===== config.mk =====
export PLATFORM = sky130hd
export DESIGN_NAME = lcd_bus_arbiter_flat
export DESIGN_NICKNAME = d
export VERILOG_FILES = /design/src/rtl/lcd_bus_arbiter_if.sv /design/src/rtl/lcd_bus_arbiter.sv /design/src/flat_wrapper.sv
export SDC_FILE = /design/constraint.sdc
export NUM_CORES = 1
export LEC_CHECK = 0
export CAP_MARGIN = 20
export CORE_MARGIN = 1.5
export CORE_UTILIZATION = 30
export CTS_CLUSTER_SIZE = 30
export DETAILED_ROUTE_END_ITERATION = 6
export GPL_ROUTABILITY_DRIVEN = 0
export GPL_TIMING_DRIVEN = 0
export PLACE_DENSITY = 0.46
export SLEW_MARGIN = 20
export SYNTH_ARGS = -nofsm -noshare
export SYNTH_HDL_FRONTEND = slang
export SYNTH_SLANG_ARGS = --single-unit

===== constraint.sdc =====
create_clock -name clk_20m -period 7 [get_ports clk_20m]
set_input_delay 1.05 -clock clk_20m [delete_from_list [all_inputs] [get_ports clk_20m]]
set_output_delay 1.05 -clock clk_20m [all_outputs]
set_load 0.01 [all_outputs]

===== src/rtl/lcd_bus_arbiter_if.sv =====
// lcd_bus_arbiter_if: requester handshakes and LCD pin bundle for lcd_bus_arbiter
interface lcd_bus_arbiter_if;
  logic       req0, rs0, ack0;
  logic       req1, rs1, ack1;
  logic [7:0] dat0, dat1;
  logic       lcd_rs, lcd_rw, lcd_e;
  logic [7:0] lcd_db;
  logic       busy, init_done;
  modport master (
    output req0, rs0, dat0, req1, rs1, dat1,
    input  ack0, ack1, lcd_rs, lcd_rw, lcd_e, lcd_db, busy, init_done
  );
  modport slave (
    input  req0, rs0, dat0, req1, rs1, dat1,
    output ack0, ack1, lcd_rs, lcd_rw, lcd_e, lcd_db, busy, init_done
  );
endinterface


===== src/rtl/lcd_bus_arbiter.sv =====
// lcd_bus_arbiter: HD44780 power-on init plus round-robin write arbitration of two requesters
module lcd_bus_arbiter #(
  parameter int T_PWR  = 300000,
  parameter int T_SU   = 2,
  parameter int T_EPW  = 10,
  parameter int T_HOLD = 2,
  parameter int T_EXEC = 800,
  parameter int T_CLR  = 32800,
  parameter int CW     = 20
) (
  input logic             clk_20m,
  input logic             rst,
  lcd_bus_arbiter_if.slave bus
);
  typedef enum logic [2:0] {PWR_WAIT, SETUP, E_HIGH, HOLD, EXEC_WAIT, IDLE} state_t;
  state_t        state_q, state_d;
  logic [CW-1:0] cnt_q, cnt_d, lim;
  logic [2:0]    idx_q, idx_d;
  logic [7:0]    db_q, db_d;
  logic          rs_q, rs_d, e_q, e_d, last_q, last_d, done_q, done_d;
  logic          ack0_q, ack0_d, ack1_q, ack1_d, busy_q, busy_d;
  logic          clr, tdone, g0, g1;
  function automatic logic [7:0] rom(input logic [2:0] i);
    return i < 3'd2 ? 8'h38 : i == 3'd2 ? 8'h0C : i == 3'd3 ? 8'h06 : 8'h01;
  endfunction
  // next-state, latched byte, arbitration and registered-output values
  always_comb begin
    clr    = !rs_q && db_q != 8'h00 && db_q <= 8'h03;
    lim    = state_q == PWR_WAIT ? CW'(T_PWR - 1) :
             state_q == SETUP    ? CW'(T_SU - 1)  :
             state_q == E_HIGH   ? CW'(T_EPW - 1) :
             state_q == HOLD     ? CW'(T_HOLD - 1) :
             clr                 ? CW'(T_CLR - 1) : CW'(T_EXEC - 1);
    tdone  = cnt_q == lim;
    g0     = bus.req0 && (!bus.req1 || last_q);
    g1     = bus.req1 && !g0;
    state_d = state_q;
    idx_d   = idx_q;
    db_d    = db_q;
    rs_d    = rs_q;
    last_d  = last_q;
    done_d  = done_q;
    ack0_d  = 1'b0;
    ack1_d  = 1'b0;
    case (state_q)
      PWR_WAIT: if (tdone) begin
        state_d = SETUP;
        rs_d    = 1'b0;
        db_d    = rom(idx_q);
      end
      SETUP:  if (tdone) state_d = E_HIGH;
      E_HIGH: if (tdone) state_d = HOLD;
      HOLD:   if (tdone) state_d = EXEC_WAIT;
      EXEC_WAIT: if (tdone) begin
        if (done_q) state_d = IDLE;
        else if (idx_q < 3'd4) begin
          idx_d   = idx_q + 3'd1;
          db_d    = rom(idx_q + 3'd1);
          state_d = SETUP;
        end else begin
          done_d  = 1'b1;
          state_d = IDLE;
        end
      end
      default: if (g0 || g1) begin
        state_d = SETUP;
        last_d  = g1;
        rs_d    = g1 ? bus.rs1 : bus.rs0;
        db_d    = g1 ? bus.dat1 : bus.dat0;
        ack0_d  = g0;
        ack1_d  = g1;
      end
    endcase
    cnt_d  = state_d != state_q ? '0 : cnt_q + 1'b1;
    e_d    = state_d == E_HIGH;
    busy_d = state_d != IDLE;
  end
  // state and output registers
  always_ff @(posedge clk_20m) begin
    if (rst) begin
      state_q <= PWR_WAIT;
      cnt_q   <= '0;
      idx_q   <= '0;
      db_q    <= '0;
      rs_q    <= 1'b0;
      e_q     <= 1'b0;
      last_q  <= 1'b1;
      done_q  <= 1'b0;
      ack0_q  <= 1'b0;
      ack1_q  <= 1'b0;
      busy_q  <= 1'b1;
    end else begin
      state_q <= state_d;
      cnt_q   <= cnt_d;
      idx_q   <= idx_d;
      db_q    <= db_d;
      rs_q    <= rs_d;
      e_q     <= e_d;
      last_q  <= last_d;
      done_q  <= done_d;
      ack0_q  <= ack0_d;
      ack1_q  <= ack1_d;
      busy_q  <= busy_d;
    end
  end
  assign bus.ack0      = ack0_q;
  assign bus.ack1      = ack1_q;
  assign bus.lcd_rs    = rs_q;
  assign bus.lcd_rw    = 1'b0;
  assign bus.lcd_e     = e_q;
  assign bus.lcd_db    = db_q;
  assign bus.busy      = busy_q;
  assign bus.init_done = done_q;
endmodule


===== src/flat_wrapper.sv =====
// flat-port wrapper written by rule: the top's interface ports become plain ports
module lcd_bus_arbiter_flat 
#(
  parameter int T_PWR  = 300000,
  parameter int T_SU   = 2,
  parameter int T_EPW  = 10,
  parameter int T_HOLD = 2,
  parameter int T_EXEC = 800,
  parameter int T_CLR  = 32800,
  parameter int CW     = 20
)
  (clk_20m, rst, bus_req0, bus_rs0, bus_dat0, bus_req1, bus_rs1, bus_dat1, bus_ack0, bus_ack1, bus_lcd_rs, bus_lcd_rw, bus_lcd_e, bus_lcd_db, bus_busy, bus_init_done);
  lcd_bus_arbiter_if bus_i ();
  input logic clk_20m;
  input logic rst;
  input wire logic [$bits(bus_i.req0)-1:0] bus_req0;
  input wire logic [$bits(bus_i.rs0)-1:0] bus_rs0;
  input wire logic [$bits(bus_i.dat0)-1:0] bus_dat0;
  input wire logic [$bits(bus_i.req1)-1:0] bus_req1;
  input wire logic [$bits(bus_i.rs1)-1:0] bus_rs1;
  input wire logic [$bits(bus_i.dat1)-1:0] bus_dat1;
  output wire logic [$bits(bus_i.ack0)-1:0] bus_ack0;
  output wire logic [$bits(bus_i.ack1)-1:0] bus_ack1;
  output wire logic [$bits(bus_i.lcd_rs)-1:0] bus_lcd_rs;
  output wire logic [$bits(bus_i.lcd_rw)-1:0] bus_lcd_rw;
  output wire logic [$bits(bus_i.lcd_e)-1:0] bus_lcd_e;
  output wire logic [$bits(bus_i.lcd_db)-1:0] bus_lcd_db;
  output wire logic [$bits(bus_i.busy)-1:0] bus_busy;
  output wire logic [$bits(bus_i.init_done)-1:0] bus_init_done;
  assign bus_i.req0 = bus_req0;
  assign bus_i.rs0 = bus_rs0;
  assign bus_i.dat0 = bus_dat0;
  assign bus_i.req1 = bus_req1;
  assign bus_i.rs1 = bus_rs1;
  assign bus_i.dat1 = bus_dat1;
  assign bus_ack0 = bus_i.ack0;
  assign bus_ack1 = bus_i.ack1;
  assign bus_lcd_rs = bus_i.lcd_rs;
  assign bus_lcd_rw = bus_i.lcd_rw;
  assign bus_lcd_e = bus_i.lcd_e;
  assign bus_lcd_db = bus_i.lcd_db;
  assign bus_busy = bus_i.busy;
  assign bus_init_done = bus_i.init_done;
  lcd_bus_arbiter #(.T_PWR(T_PWR), .T_SU(T_SU), .T_EPW(T_EPW), .T_HOLD(T_HOLD), .T_EXEC(T_EXEC), .T_CLR(T_CLR), .CW(CW)) u_core (.clk_20m(clk_20m), .rst(rst), .bus(bus_i));
endmodule

==> results.ini <==
[run_status]
outcome=finished, final reports clean

[final_layout]
nets=336
drive_gt1_share_pct=7.74
synthToLayoutAreaGrowth_pct=24.9
post-route-cell-area_um2=2790
antennaDiodeCount=0

[placement]
portBuffers=35
dpl.hpwl_um=4420
place_area_um2=2710

[sta]
rsz0062_at_grt=no
worst_pin_slew_ns=0.713
slew_violations=0
fmaxAchievable_mhz=344
finalCritPeriodShare_pct=41.5
hold_viol=0
final.setup_skew_ns=0.0137
setup_viol=0
min_period_ns=2.91
relSlewSlack_pct=52.1
setup_tns_ns=0

[global_route]
globalRouteTotalUtil_pct=15.7
grt.overflow.total=0
grt_max_degree=13
grt_pass1_wl_um=9600
antenna_found_initial=0
grt_pass1_vias=1976

[clock_tree]
clk_latency_ns=0.30
path_clk_slew_ns=0.08
post_cts_buffers=0
clock_sinks=41
cts_root_buf=clkbuf_8
cts_buffers=5
cts_resized=0
postCtsHoldBufs=0
clockBufferDepth=2
cts_tree=yes
htree_levels=2

[synth]
synth_seq_cells=41
syn-num-nets=294
synthesis.area_um2=2240
synthCells=267
synthArstFlopShare_pct=0
synth_cell_types=51
syn_area_per_cell_um2=8.38
yosysSeqAreaShare_pct=36.7
synth_ff_type=dfxtp_1
synth_edf_count=0
yosysWarnings=0

[hold_path]
hold_path_end=u_core.bus.lcd_db[4]
hold_depth=2
hp-start=u_core.bus.lcd_db[4]
hold_path.class=register to register

[die]
ioPinCount=37
die_area_um2=7980
rows=31
die_w_um=89.4
start_util_pct=31.0
die_h_um=89.4
coreArea_um2=7210

[routing]
dr_total_vias=2008
dr.pass1.iters=4
wirelength_um=5790
drc_errors=0
routedWlPerCell_um=14.2
drt_iter0_drc=86
drt-vias-per-instance=4.91
ant_nets=0

[pwr]
comb_power_share_pct=7.1
worst_ir_drop_vdd_mv=0.0758
powerDensity_nw_per_um2=151
p_sw_share_pct=24.0
leakage_uw=0.00100
seq_power_share_pct=56.0
p_int_uw=321
switchingPower_uw=101
clkPwrFrac_pct=36.9

[critical_path]
crit_path_start_kind=input pin
timing.rr.end=u_core.cnt_q[10]
crit_slowest_cell=clkdlybuf4s50_1
crit_chain=clkdlybuf4s50_1 > a21boi_0 > clkbuf_1 > mux2i_1 > o221ai_1 > a21oi_1 > nor3_1
worstSetupPathType=input pin to register
cp_slowest_stage_delay_ns=0.54
crit_required_ns=7.16
regToRegStartpoint=u_core.state_q[2]
arrival_ns=3.07
r2r_cells=8
endpoint_kind=register
rrSetupSlack_ns=4.31
critPathMaxFanout=10

[job]
max_cap_viol_count=0

## synthesized netlist by cell type, drive strengths merged, types with 6 or more instances
master	instances	share of area (%)
dfxtp	41	37
nor2	40	6.7
nand2	19	3.2
xor2	16	6.3
nand3	12	2.9
nor3	12	3.2
o21ai	11	2.5
mux2i	9	4.0
inv	8	1.3
a21oi	7	1.6
a211oi	6	2.0
buf	6	1.7
clkbuf	6	1.0
nand4	6	1.7
## worst max path at each step
stage / cells after the start / to / from
after global routing: 7 / u_core.bus.lcd_db[1] / bus_req1
after CTS: 7 / u_core.bus.lcd_db[2] / bus_req1
after floorplan: 5 / u_core.bus.lcd_db[4] / bus_req1
after detailed placement: 7 / u_core.bus.lcd_db[2] / bus_req1
after global placement: 7 / u_core.bus.lcd_db[2] / bus_req1
final: 7 / u_core.bus.lcd_db[0] / bus_req1
## kinds of logic after synthesis
family          count (synthesis)  synth area share [%]
simple gates                  121                  27.8
mux                            13                  6.04
xor+xnor                       19                  7.44
compound gates                 47                  15.0
other cells                     1                 0.168
fa+ha+maj                       5                  2.80
buf+inv                        20                  4.08
flops                          41                  36.7
## per-layer routing
layer | share of wire, % | wire length [um] | vias up | GRT usage [%]
met1 | 46 | 2670 | 920 | 19.0
met4 | 0.64 | 37 | 0 | 4.20
li1 | - | - | 1038 | -
met3 | 5.0 | 288 | 5 | 3.05
met5 | 0 | 0 | - | 0
met2 | 48 | 2800 | 45 | 28.2
## cells in the final DEF, fill, tap and decap left out, types with 8 or more instances in the layout
| master | n |
|---|---|
| nor3_1 | 11 |
| nand2_1 | 19 |
| clkdlybuf4s50_1 | 35 |
| nand3_1 | 11 |
| mux2i_1 | 9 |
| nor2_1 | 40 |
| inv_1 | 8 |
| o21ai_0 | 11 |
| xor2_1 | 16 |
| dfxtp_1 | 41 |
## registers in the layout (all words and copies together) (netlist names)
signal / flops
u_core.bus.lcd_e: 1
u_core.bus.ack1: 1
u_core.bus.ack0: 1
u_core.bus.lcd_db: 8
u_core.bus.busy: 1
u_core.cnt_q: 20
u_core.idx_q: 3
u_core.last_q: 1
u_core.bus.lcd_rs: 1
u_core.bus.init_done: 1
u_core.state_q: 3
## cell type report
type	count	area, um^2
Sequential cell	41	821
Tap cell	99	124
Fill cell	785	4420
Inverter	8	30.0
Clock buffer	6	72.6
Buffer	12	61.3
Clock inverter	2	10.0
Timing Repair Buffer	35	350
Multi-Input combinational cell	206	1330
## metrics by stage
stage                     setup WS (ns)  util, %  hold WS (ns)  power [uW]  cells
after floorplan                    4.62        -         0.448         255    267
after global placement             3.68     37.6         0.478         272    401
after detailed placement           3.73     37.6         0.479         273    401
after CTS                          4.03     38.7         0.491         429    409
after global routing               3.82     38.7         0.504         441    409
final                              4.09     38.7         0.487         423    409
## power by group through the flow
stage / combinational, uW / sequential (uW) / clock (uW)
floorplan: 13.9 / 242 / 0
global route: 33.7 / 237 / 170
detailed placement: 30.4 / 242 / 0
global placement: 30.2 / 242 / 0
CTS: 30.6 / 237 / 161
finish: 29.9 / 237 / 156
## worst max-delay path, delay by kind of cell
kind | cells | cell delay, ns
buffers and inverters | 2 | 1.02
AOI/OAI and AO/OA | 3 | 0.64
muxes | 1 | 0.29
and+or+nand+nor | 1 | 0.07
Note: power is estimated with default switching activity, not from simulation.
